<file path="config.mk">
export PLATFORM = sky130hd
export DESIGN_NAME = fwd_hazard_unit_flat
export DESIGN_NICKNAME = d
export VERILOG_FILES = /design/src/rtl/fwd_hazard_if.sv /design/src/rtl/fwd_hazard_unit.sv /design/src/flat_wrapper.sv
export SDC_FILE = /design/constraint.sdc
export NUM_CORES = 1
export LEC_CHECK = 0
export CAP_MARGIN = 20
export CORE_ASPECT_RATIO = 0.75
export CORE_UTILIZATION = 40
export DETAILED_ROUTE_END_ITERATION = 16
export PLACE_DENSITY = 0.68
export SKIP_CTS_REPAIR_TIMING = 1
export SYNTH_ARGS = -nofsm -noshare
export SYNTH_HDL_FRONTEND = slang
export SYNTH_SLANG_ARGS = --single-unit
</file>
<file path="constraint.sdc">
create_clock -name clk -period 3.89 [get_ports clk]
set_input_delay 0.389 -clock clk [delete_from_list [all_inputs] [get_ports clk]]
set_output_delay 0.389 -clock clk [all_outputs]
set_load 0.03 [all_outputs]
</file>
<file path="src/rtl/fwd_hazard_if.sv">
// Bundle of decode/execute/writeback hazard signals shared between the pipeline
// control and the forwarding/hazard unit.
interface fwd_hazard_if #(
  parameter int RW    = 5,
  parameter int CNT_W = 16
);
  logic [RW-1:0]    in_ifid_rs1;
  logic [RW-1:0]    in_ifid_rs2;
  logic             in_ifid_use_rs1;
  logic             in_ifid_use_rs2;
  logic             in_ifid_is_mc;
  logic [RW-1:0]    in_idex_rs1;
  logic [RW-1:0]    in_idex_rs2;
  logic [RW-1:0]    in_idex_rd;
  logic             in_idex_use_rs1;
  logic             in_idex_use_rs2;
  logic             in_idex_is_store;
  logic             in_idex_memread;
  logic             in_idex_regwrite;
  logic             in_exmem_regwrite;
  logic             in_memwb_regwrite;
  logic [RW-1:0]    in_exmem_rd;
  logic [RW-1:0]    in_memwb_rd;
  logic             in_mc_issue;
  logic [RW-1:0]    in_mc_rd;
  logic             in_mc_done;
  logic [RW-1:0]    in_mc_done_rd;
  logic [1:0]       out_forwarda_sel;
  logic [1:0]       out_forwardb_sel;
  logic [1:0]       out_forwardwd_sel;
  logic             out_stall;
  logic             out_idex_bubble;
  logic             out_mc_full;
  logic [CNT_W-1:0] out_stall_count;

  modport master (
    output in_ifid_rs1, in_ifid_rs2, in_ifid_use_rs1, in_ifid_use_rs2, in_ifid_is_mc,
           in_idex_rs1, in_idex_rs2, in_idex_rd, in_idex_use_rs1, in_idex_use_rs2,
           in_idex_is_store, in_idex_memread, in_idex_regwrite,
           in_exmem_regwrite, in_memwb_regwrite, in_exmem_rd, in_memwb_rd,
           in_mc_issue, in_mc_rd, in_mc_done, in_mc_done_rd,
    input  out_forwarda_sel, out_forwardb_sel, out_forwardwd_sel,
           out_stall, out_idex_bubble, out_mc_full, out_stall_count
  );

  modport slave (
    input  in_ifid_rs1, in_ifid_rs2, in_ifid_use_rs1, in_ifid_use_rs2, in_ifid_is_mc,
           in_idex_rs1, in_idex_rs2, in_idex_rd, in_idex_use_rs1, in_idex_use_rs2,
           in_idex_is_store, in_idex_memread, in_idex_regwrite,
           in_exmem_regwrite, in_memwb_regwrite, in_exmem_rd, in_memwb_rd,
           in_mc_issue, in_mc_rd, in_mc_done, in_mc_done_rd,
    output out_forwarda_sel, out_forwardb_sel, out_forwardwd_sel,
           out_stall, out_idex_bubble, out_mc_full, out_stall_count
  );
endinterface

</file>
<file path="src/rtl/fwd_hazard_unit.sv">
// Operand forwarding, load-use stall sequencing and a pending-write scoreboard
// for multi-cycle units, plus a saturating stalled-cycle counter.
module fwd_hazard_unit #(
  parameter int RW       = 5,
  parameter int NREGS    = 32,
  parameter int LOAD_LAT = 1,
  parameter int MAX_OUT  = 4,
  parameter int CNT_W    = 16
) (
  input logic         clk,
  input logic         rst,
  fwd_hazard_if.slave bus
);
  localparam int         OCW     = $clog2(MAX_OUT + 1);
  localparam int         NADDR   = 2 ** RW;
  localparam logic [RW:0] NREGS_W = (RW + 1)'(NREGS);

  typedef enum logic {IDLE, LU_WAIT} lu_state_t;

  lu_state_t        state_reg, state_next;
  logic [2:0]       lu_cnt_reg, lu_cnt_next;
  logic [NREGS-1:0] pend_reg, pend_next;
  logic [NADDR-1:0] pend_ext;
  logic [OCW-1:0]   out_cnt_reg, out_cnt_next;
  logic [CNT_W-1:0] stall_cnt_reg;

  logic [1:0] rs1_sel, rs2_sel;
  logic       load_use, lu_stall, sb_stall, stall, mc_full;
  logic       issue_ok, done_ok;

  function automatic logic [1:0] fwd_sel(
    input logic [RW-1:0] src, input logic use_src,
    input logic ex_rw, input logic [RW-1:0] ex_rd,
    input logic wb_rw, input logic [RW-1:0] wb_rd
  );
    if (use_src && ex_rw && ex_rd != '0 && ex_rd == src)      return 2'b10;
    else if (use_src && wb_rw && wb_rd != '0 && wb_rd == src) return 2'b01;
    else                                                      return 2'b00;
  endfunction

  assign rs1_sel = fwd_sel(bus.in_idex_rs1, bus.in_idex_use_rs1,
                           bus.in_exmem_regwrite, bus.in_exmem_rd,
                           bus.in_memwb_regwrite, bus.in_memwb_rd);
  assign rs2_sel = fwd_sel(bus.in_idex_rs2, bus.in_idex_use_rs2,
                           bus.in_exmem_regwrite, bus.in_exmem_rd,
                           bus.in_memwb_regwrite, bus.in_memwb_rd);

  // Stores consume rs2 as write data, so its forward goes to the data mux instead.
  assign bus.out_forwarda_sel  = rs1_sel;
  assign bus.out_forwardb_sel  = bus.in_idex_is_store ? 2'b00 : rs2_sel;
  assign bus.out_forwardwd_sel = bus.in_idex_is_store ? rs2_sel : 2'b00;

  assign load_use = bus.in_idex_memread & bus.in_idex_regwrite & (bus.in_idex_rd != '0) &
                    ((bus.in_ifid_use_rs1 & (bus.in_ifid_rs1 == bus.in_idex_rd)) |
                     (bus.in_ifid_use_rs2 & (bus.in_ifid_rs2 == bus.in_idex_rd)));

  // Full address-space view of the scoreboard; registers beyond NREGS read as idle.
  for (genvar gi = 0; gi < NADDR; gi++) begin : g_pend_ext
    if (gi < NREGS) begin : g_map
      assign pend_ext[gi] = pend_reg[gi];
    end else begin : g_zero
      assign pend_ext[gi] = 1'b0;
    end
  end

  assign mc_full  = (out_cnt_reg == OCW'(MAX_OUT));
  assign issue_ok = bus.in_mc_issue & (bus.in_mc_rd != '0) & ({1'b0, bus.in_mc_rd} < NREGS_W) & ~mc_full;
  assign done_ok  = bus.in_mc_done & pend_ext[bus.in_mc_done_rd];

  // Set wins over clear so a same-cycle issue/done on one register keeps it pending.
  for (genvar gi = 0; gi < NREGS; gi++) begin : g_pend_next
    if (gi == 0) begin : g_x0
      assign pend_next[gi] = 1'b0;
    end else begin : g_reg
      assign pend_next[gi] = (issue_ok & (bus.in_mc_rd == RW'(gi))) |
                             (pend_reg[gi] & ~(done_ok & (bus.in_mc_done_rd == RW'(gi))));
    end
  end

  always_comb begin
    out_cnt_next = out_cnt_reg;
    case ({issue_ok, done_ok})
      2'b10:   out_cnt_next = out_cnt_reg + OCW'(1);
      2'b01:   out_cnt_next = out_cnt_reg - OCW'(1);
      default: out_cnt_next = out_cnt_reg;
    endcase
  end

  always_ff @(posedge clk) begin
    if (rst) begin
      state_reg  <= IDLE;
      lu_cnt_reg <= 3'd0;
    end else begin
      state_reg  <= state_next;
      lu_cnt_reg <= lu_cnt_next;
    end
  end

  always_comb begin
    state_next  = state_reg;
    lu_cnt_next = lu_cnt_reg;
    case (state_reg)
      IDLE: begin
        if (load_use && LOAD_LAT > 1) begin
          state_next  = LU_WAIT;
          lu_cnt_next = 3'(LOAD_LAT - 1);
        end
      end
      LU_WAIT: begin
        lu_cnt_next = lu_cnt_reg - 3'd1;
        if (lu_cnt_reg == 3'd1) state_next = IDLE;
      end
      default: state_next = IDLE;
    endcase
  end

  always_comb begin
    lu_stall = 1'b0;
    case (state_reg)
      IDLE:    lu_stall = load_use;
      LU_WAIT: lu_stall = 1'b1;
      default: lu_stall = 1'b0;
    endcase
  end

  assign sb_stall = (bus.in_ifid_use_rs1 & pend_ext[bus.in_ifid_rs1]) |
                    (bus.in_ifid_use_rs2 & pend_ext[bus.in_ifid_rs2]) |
                    (bus.in_ifid_is_mc & mc_full);
  assign stall    = lu_stall | sb_stall;

  assign bus.out_stall       = stall;
  assign bus.out_idex_bubble = stall;
  assign bus.out_mc_full     = mc_full;
  assign bus.out_stall_count = stall_cnt_reg;

  always_ff @(posedge clk) begin
    if (rst) begin
      pend_reg      <= '0;
      out_cnt_reg   <= '0;
      stall_cnt_reg <= '0;
    end else begin
      pend_reg    <= pend_next;
      out_cnt_reg <= out_cnt_next;
      if (stall && stall_cnt_reg != '1) stall_cnt_reg <= stall_cnt_reg + CNT_W'(1);
    end
  end
endmodule

</file>
<file path="src/flat_wrapper.sv">
// flat-port wrapper written by rule: the top's interface ports become plain ports
module fwd_hazard_unit_flat 
#(
  parameter int RW       = 5,
  parameter int NREGS    = 32,
  parameter int LOAD_LAT = 1,
  parameter int MAX_OUT  = 4,
  parameter int CNT_W    = 16
)
  (clk, rst, bus_in_ifid_rs1, bus_in_ifid_rs2, bus_in_ifid_use_rs1, bus_in_ifid_use_rs2, bus_in_ifid_is_mc, bus_in_idex_rs1, bus_in_idex_rs2, bus_in_idex_rd, bus_in_idex_use_rs1, bus_in_idex_use_rs2, bus_in_idex_is_store, bus_in_idex_memread, bus_in_idex_regwrite, bus_in_exmem_regwrite, bus_in_memwb_regwrite, bus_in_exmem_rd, bus_in_memwb_rd, bus_in_mc_issue, bus_in_mc_rd, bus_in_mc_done, bus_in_mc_done_rd, bus_out_forwarda_sel, bus_out_forwardb_sel, bus_out_forwardwd_sel, bus_out_stall, bus_out_idex_bubble, bus_out_mc_full, bus_out_stall_count);
  fwd_hazard_if #(.RW(RW), .CNT_W(CNT_W)) bus_i ();
  input logic clk;
  input logic rst;
  input wire logic [$bits(bus_i.in_ifid_rs1)-1:0] bus_in_ifid_rs1;
  input wire logic [$bits(bus_i.in_ifid_rs2)-1:0] bus_in_ifid_rs2;
  input wire logic [$bits(bus_i.in_ifid_use_rs1)-1:0] bus_in_ifid_use_rs1;
  input wire logic [$bits(bus_i.in_ifid_use_rs2)-1:0] bus_in_ifid_use_rs2;
  input wire logic [$bits(bus_i.in_ifid_is_mc)-1:0] bus_in_ifid_is_mc;
  input wire logic [$bits(bus_i.in_idex_rs1)-1:0] bus_in_idex_rs1;
  input wire logic [$bits(bus_i.in_idex_rs2)-1:0] bus_in_idex_rs2;
  input wire logic [$bits(bus_i.in_idex_rd)-1:0] bus_in_idex_rd;
  input wire logic [$bits(bus_i.in_idex_use_rs1)-1:0] bus_in_idex_use_rs1;
  input wire logic [$bits(bus_i.in_idex_use_rs2)-1:0] bus_in_idex_use_rs2;
  input wire logic [$bits(bus_i.in_idex_is_store)-1:0] bus_in_idex_is_store;
  input wire logic [$bits(bus_i.in_idex_memread)-1:0] bus_in_idex_memread;
  input wire logic [$bits(bus_i.in_idex_regwrite)-1:0] bus_in_idex_regwrite;
  input wire logic [$bits(bus_i.in_exmem_regwrite)-1:0] bus_in_exmem_regwrite;
  input wire logic [$bits(bus_i.in_memwb_regwrite)-1:0] bus_in_memwb_regwrite;
  input wire logic [$bits(bus_i.in_exmem_rd)-1:0] bus_in_exmem_rd;
  input wire logic [$bits(bus_i.in_memwb_rd)-1:0] bus_in_memwb_rd;
  input wire logic [$bits(bus_i.in_mc_issue)-1:0] bus_in_mc_issue;
  input wire logic [$bits(bus_i.in_mc_rd)-1:0] bus_in_mc_rd;
  input wire logic [$bits(bus_i.in_mc_done)-1:0] bus_in_mc_done;
  input wire logic [$bits(bus_i.in_mc_done_rd)-1:0] bus_in_mc_done_rd;
  output wire logic [$bits(bus_i.out_forwarda_sel)-1:0] bus_out_forwarda_sel;
  output wire logic [$bits(bus_i.out_forwardb_sel)-1:0] bus_out_forwardb_sel;
  output wire logic [$bits(bus_i.out_forwardwd_sel)-1:0] bus_out_forwardwd_sel;
  output wire logic [$bits(bus_i.out_stall)-1:0] bus_out_stall;
  output wire logic [$bits(bus_i.out_idex_bubble)-1:0] bus_out_idex_bubble;
  output wire logic [$bits(bus_i.out_mc_full)-1:0] bus_out_mc_full;
  output wire logic [$bits(bus_i.out_stall_count)-1:0] bus_out_stall_count;
  assign bus_i.in_ifid_rs1 = bus_in_ifid_rs1;
  assign bus_i.in_ifid_rs2 = bus_in_ifid_rs2;
  assign bus_i.in_ifid_use_rs1 = bus_in_ifid_use_rs1;
  assign bus_i.in_ifid_use_rs2 = bus_in_ifid_use_rs2;
  assign bus_i.in_ifid_is_mc = bus_in_ifid_is_mc;
  assign bus_i.in_idex_rs1 = bus_in_idex_rs1;
  assign bus_i.in_idex_rs2 = bus_in_idex_rs2;
  assign bus_i.in_idex_rd = bus_in_idex_rd;
  assign bus_i.in_idex_use_rs1 = bus_in_idex_use_rs1;
  assign bus_i.in_idex_use_rs2 = bus_in_idex_use_rs2;
  assign bus_i.in_idex_is_store = bus_in_idex_is_store;
  assign bus_i.in_idex_memread = bus_in_idex_memread;
  assign bus_i.in_idex_regwrite = bus_in_idex_regwrite;
  assign bus_i.in_exmem_regwrite = bus_in_exmem_regwrite;
  assign bus_i.in_memwb_regwrite = bus_in_memwb_regwrite;
  assign bus_i.in_exmem_rd = bus_in_exmem_rd;
  assign bus_i.in_memwb_rd = bus_in_memwb_rd;
  assign bus_i.in_mc_issue = bus_in_mc_issue;
  assign bus_i.in_mc_rd = bus_in_mc_rd;
  assign bus_i.in_mc_done = bus_in_mc_done;
  assign bus_i.in_mc_done_rd = bus_in_mc_done_rd;
  assign bus_out_forwarda_sel = bus_i.out_forwarda_sel;
  assign bus_out_forwardb_sel = bus_i.out_forwardb_sel;
  assign bus_out_forwardwd_sel = bus_i.out_forwardwd_sel;
  assign bus_out_stall = bus_i.out_stall;
  assign bus_out_idex_bubble = bus_i.out_idex_bubble;
  assign bus_out_mc_full = bus_i.out_mc_full;
  assign bus_out_stall_count = bus_i.out_stall_count;
  fwd_hazard_unit #(.RW(RW), .NREGS(NREGS), .LOAD_LAT(LOAD_LAT), .MAX_OUT(MAX_OUT), .CNT_W(CNT_W)) u_core (.clk(clk), .rst(rst), .bus(bus_i));
endmodule
</file>
======== After elaboration in Yosys (flattened, before gate mapping) ========
Index checks and enable logic that the tools add are counted.
storage, ports and cells
  bits in registers ....................... 55
  output and inout bits ................... 25
  word-level logic and storage cells ...... 292
cells by class
  add/sub/neg operators ................... 4
  magnitude comparators ................... 3
  equality and inequality tests ........... 73
  multiplexer cells ....................... 15
  bitwise logic cells ..................... 172
  reductions and logical operators ........ 19
operators with widths
  cell                   number
  $eq 5x5->1 const B     32
  $and 1x1->1            104
  $eq 5x4->1 const B     16
  $eq 5x3->1 const B     8
  $or 1x1->1             35
  $not 1->1              33
  $eq 5x5->1             6
  $eq 5x2->1 const B     4
  $reduce_bool 5->1      4
  $lt 5x6->1 const B     3
  $add 16x1->16 const B  1
  $ne 16x16->1 const B   1
  $bmux 1 s5             3
  $logic_and 1x1->1      13
  $eq 5x1->1 const B     2
  $mux 2                 4
  $mux 1                 6
  $pmux 3 s2             1
  $sub 3x1->3 const B    2
  $add 3x1->3 const B    1
  $eq 3x1->1 const B     1
  $eq 3x3->1 const B     1
  $eq 2x1->1 const B     1
  $eq 2x2->1 const B     1
  other kinds (3)        3

======== Longest topological paths before layout ========
  word-level depth ........................ 7
  gate-level depth with buffers ........... 10
  mapped depth without buffers ............ 9

======== Worst setup path before layout ========
OpenSTA, ideal clock, no wires.
  path type ............................... input -> register
  start point ............................. input port bus_in_mc_done_rd[0]
  end point ............................... register u_core.out_cnt_reg[2]
  library setup time ...................... 0.070 ns
  arrival ................................. 3.097 ns
  required time ........................... 3.820 ns
  setup slack ............................. 0.723 ns
  stages .................................. 10
  cells stage by stage .................... buf_2 > mux4_2 > mux4_2 > o21a_1 > o21a_1 > ha_1 > fa_1 > xnor2_1 > or3_1 > a21oi_1
on the way
  word-level cells in the longest chain between the ends .. 5
  elaborated cells on any way between the ends .. 7
  classes of those cells .................. eq/ne: 2; mux: 3; bitwise: 1; reduce/logical: 1
ends and longest elaborated chain
  item                                             line                    text
  start: declaration                               flat_wrapper.sv:34      input wire logic [$bits(bus_i.in_mc_done_rd)-1:0] bus_in_mc_done_rd;
  $bmux 1 s5 *                                     fwd_hazard_unit.sv:68   assign done_ok = bus.in_mc_done & pend_ext[bus.in_mc_done_rd];
  $mux 1 (implied by the code) *                   fwd_hazard_unit.sv:68
  $and 1x1->1 *                                    fwd_hazard_unit.sv:68
  $eq 2x1->1 or $eq 2x2->1 (tied branches)         fwd_hazard_unit.sv:82   case ({issue_ok, done_ok})
  $pmux 3 s2 or $reduce_bool 2->1 (tied branches)  -
  end signal: assignment                           fwd_hazard_unit.sv:143  out_cnt_reg <= out_cnt_next;
  end: declaration                                 fwd_hazard_unit.sv:24   logic [OCW-1:0] out_cnt_reg, out_cnt_next;
Mark *: on every way between the ends. The rest lies on a longest branch, timed or not. The select of a mux whose other input is x is not followed.
A chain may end at the register's enable or synchronous reset.

======== Worst setup path in the final report ========
  start point ............................. input port bus_in_ifid_rs2[0]
  end point ............................... output port bus_out_stall
on the way
  word-level cells in the longest chain between the ends .. 6
  elaborated cells on any way between the ends .. 11
  classes of those cells .................. eq/ne: 1; mux: 3; bitwise: 7
ends and longest elaborated chain
  item                                                         line                                            text
  start: declaration                                           flat_wrapper.sv:15                              input wire logic [$bits(bus_i.in_ifid_rs2)-1:0] bus_in_ifid_rs2;
  $bmux 1 s5 or $eq 5x5->1 (tied branches)                     fwd_hazard_unit.sv:127, fwd_hazard_unit.sv:55
  $mux 1 (implied by the code) or $and 1x1->1 (tied branches)  fwd_hazard_unit.sv:127, fwd_hazard_unit.sv:55
  $and 1x1->1 or $or 1x1->1 (tied branches)                    fwd_hazard_unit.sv:127, fwd_hazard_unit.sv:54
  $or 1x1->1 or $and 1x1->1 (tied branches)                    fwd_hazard_unit.sv:126, fwd_hazard_unit.sv:53
  $or 1x1->1 or $pmux 1 s2 (tied branches)                     fwd_hazard_unit.sv:127, fwd_hazard_unit.sv:119
  $or 1x1->1 *                                                 fwd_hazard_unit.sv:129                          assign stall = lu_stall | sb_stall;
  end: declaration                                             flat_wrapper.sv:38                              output wire logic [$bits(bus_i.out_stall)-1:0] bus_out_stall;
Marks and branches as above.

==> summary.md <==
| Metric | Value |
|---|---|
| Mean post-synth cell area | `9.23 um^2` |
| Max reg flops | `31` |
| Initial DRC Count | `303` |
| Worst Path Arrival | `3.28 ns` |
| Met3 Usage GRT | `3.53%` |
| Met2 Track Usage GR | `34.8%` |
| Final setup viols | `0` |
| Total GRT Usage | `21.8%` |
| Vias | `3590` |
| Ports | `84` |
| Worst-Margin Slew | `0.916 ns` |
| Internal power | `1.02 mW` |
| Crit Path Max Fanout | `8` |
| HP Class | `flop to flop` |
| Starting Density | `41.4%` |
| Max Slew Vio Count | `0` |
| Flop pwr share | `41.9%` |
| Tcrit/Tclk final | `94.2%` |
| CTS HTree Levels | `2` |
| P per Cell Area | `284 nW/um^2` |
| Routed WL | `10.6 mm` |
| CP delay by family, top | `buffers and inverters` |
| Yosys cell types | `57` |
| CTS clk-pin slew, worst paths | `0.07 ns` |
| Post-synthesis mux area share | `17.6%` |
| CP max stage delay | `0.70 ns` |
| Synth Area in Adders | `1.86%` |
| Sw Ratio | `25.7%` |
| Total clock sinks | `54` |
| Grt peak-use layer | `met2` |
| Pleak | `1.61 nW` |
| Fin Clk Skew | `0.00692 ns` |
| Hold endpoint | `u_core.lu_cnt_reg[1]$_SDFFE_PP0P_` |
| Top_reg_cell synth | `dfxtp_1` |
| Mapped Cells | `408` |
| Placer Congestion | `0.885` |
| DP Wirelength | `8.16 mm` |
| Crit. End Element | `output port` |
| Clk Latency, worst-skew pair | `0.29 ns` |
| Routing usage on met1 | `30.2%` |
| Initial antenna violation count | `0` |
| Reg2Reg Depth | `9` |
| Hold Crit Start | `u_core.lu_cnt_reg[1]$_SDFFE_PP0P_` |
| Layout cells sized above 1 | `9.73%` |
| Crit path top cell by count | `clkdlybuf4s50_1` |
| Final hold violations | `0` |
| Largest family of logic cells by synthesized area | `simple AND/OR/NAND/NOR gates` |
| Max_slew headroom | `38.7%` |
| Async SR Flop Fraction | `0%` |
| Wire per inst | `17.4 um` |
| Clk pwr share | `38.3%` |
| Worst Path Buf+Inv | `2` |
| Clock root buffer | `clkbuf_16` |
| Area Growth Syn to Fin | `28.8%` |
| P_sw | `0.355 mW` |
| Area fraction in compound gates after synthesis | `18.4%` |
| EDFF count, synth | `0` |
| Reg-to-reg endpoint | `u_core.out_cnt_reg[2]$_SDFFE_PP0P_` |
| Crit path time final | `3.67 ns` |
| N_diodes | `0` |
| Comb power frac | `19.9%` |
| WHS Path Cells | `2` |
| RSZ-0062 raised after global routing | `no` |
| Sequential area share after synthesis | `28.7%` |
| Total core area | `9080 um^2` |
| Required time worst endpoint | `3.50 ns` |
| Synthesized Nets | `472` |
| Via density | `5.88` |
| Clk buf depth | `2` |
| Total negative slack | `0 ns` |
| PortBufs | `83` |
| Drt first pass iters | `5` |
| Die width | `114 um` |
| Nets@finish | `546` |
| Slowest cell on crit path | `clkdlybuf4s50_1` |
| Startpoint types | `input port` |
| Status | `completed` |
| GRT overflow | `0` |
| # DRC | `0` |
| Max Clock Freq | `273 MHz` |
| Vias in the first global route | `3432` |
| CTS tree | `yes` |
| XOR/XNOR Fraction of Synth Area | `8.14%` |
| Final Non-Filler Cells | `611` |
| Simple-gate portion of the synthesized area | `20.1%` |
| Max VDD drop | `171 uV` |
| Largest net degree at the start of global routing | `26` |
| Placed insts | `603` |
| Total CTS buffers | `5` |
| Rows | `30` |
| Critical path cell sequence | `clkdlybuf4s50_1 > mux4_1 > or2b_2 > a211oi_1 > a211o_1 > nand3_1 > clkdlybuf4s50_1` |
| CP Class | `input port to output port` |
| First-pass GRT wire length | `16.9 mm` |
| Total die area | `9810 um^2` |
| Post-route ant nets | `0` |
| Synth Warn # | `0` |
| Flop2flop setup slack | `0.89 ns` |
| Mapped Area | `3760 um^2` |
| R2r startpoint | `u_core.pend_ext[30]$_SDFF_PP0_` |
| DIE HEIGHT | `86.0 um` |
| Number of synthesized register bits | `54` |
| Max Cap Violations | `0` |
cell families (layout without fill, tap and decap cells):
group / count (synthesis) / count (layout)
simple gates: 137 / 137
compound gates: 110 / 110
flops: 54 / 54
xor+xnor: 35 / 35
mux: 35 / 35
buf+inv: 32 / 107
fa+ha+maj: 5 / 5
stage by stage:
step                total power, mW  hold slack (ns)  instance area, um^2  util, %  setup WS (ns)
floorplan                     0.749            0.451                 3760        -          0.723
global placement              0.858            0.466                 4670     51.4          0.215
detailed placement            0.862            0.472                 4670     51.4          0.159
CTS                            1.39            0.482                 4850     53.4          0.217
global route                   1.43            0.527                 4850     53.4          0.132
finish                         1.38            0.486                 4850     53.4          0.224
Yosys cell counts, types with 7 or more instances:
cell type | instances | area (um^2)
nor2_1 | 14 | 52.6
mux2i_1 | 9 | 90.1
nor3_1 | 9 | 45.0
xnor2_1 | 24 | 210
dfxtp_1 | 54 | 1080
nand4_1 | 8 | 50.1
or3_1 | 8 | 50.1
xor2_1 | 11 | 96.3
or4_1 | 8 | 60.1
a211oi_1 | 11 | 82.6
a21oi_1 | 45 | 225
mux4_2 | 17 | 383
clkbuf_1 | 12 | 45.0
o21ai_0 | 24 | 120
o31ai_1 | 7 | 52.6
nand3_1 | 12 | 60.1
inv_1 | 7 | 26.3
nand2_1 | 37 | 139
nor3b_1 | 8 | 60.1
cells in the final DEF, fill, tap and decap left out, drive strengths merged, types with 5 or more instances in the layout:
cell type and instances:
and3 6, xnor2 24, a32o 6, clkdlybuf4s50 83
or3 10, inv 8, nand4 8, a21oi 45
buf 9, nand3 12, nor2 14, mux4 23
dfxtp 54, mux2i 9, nand3b 5, a211oi 11
or4 8, nand2 37, nor3 9, clkbuf 6
o21ai 24, nor3b 8, o31ai 7, xor2 11
how the worst max path moves through the flow:
stage / from / to / cells past startpoint
4_1_cts: bus_in_ifid_rs2[0] / bus_out_stall / 7
6_report: bus_in_ifid_rs2[0] / bus_out_stall / 7
2_1_floorplan: bus_in_mc_done_rd[0] / u_core.out_cnt_reg[2]$_SDFFE_PP0P_ / 10
5_1_grt: bus_in_ifid_rs2[0] / bus_out_stall / 7
3_3_place_gp: bus_in_mc_done_rd[0] / u_core.out_cnt_reg[2]$_SDFFE_PP0P_ / 11
3_5_place_dp: bus_in_mc_done_rd[0] / u_core.out_cnt_reg[2]$_SDFFE_PP0P_ / 11
power by group through the flow:
stage               Clock [mW]  Combinational, mW  Sequential [mW]
floorplan                    0              0.157            0.591
global placement             0              0.268            0.590
detailed placement           0              0.272            0.590
CTS                      0.541              0.274            0.577
global route             0.558              0.295            0.579
finish                   0.528              0.274            0.577
final cells by class:
| cell class | count | area (um^2) |
|---|---|---|
| multi-input combinational | 322 | 2490 |
| timing repair buffer | 92 | 911 |
| inverter | 7 | 26.3 |
| sequential | 54 | 1080 |
| clock inverter | 2 | 38.8 |
| tap | 128 | 160 |
| clock buffer | 6 | 139 |
| fill | 832 | 4230 |
tightest hold or removal path: stages, from the launching register on:
cell      delay, ns
dfxtp_1        0.31
nor2_1         0.08
a211oi_1       0.05
layer usage:
| metal | up-vias | wire length (um) |
|---|---|---|
| met5 | - | 0 |
| met2 | 174 | 4600 |
| met3 | 16 | 1010 |
| met1 | 1696 | 4850 |
| li1 | 1704 | - |
| met4 | 0 | 170 |
Note: power is estimated with default switching activity, not from simulation.
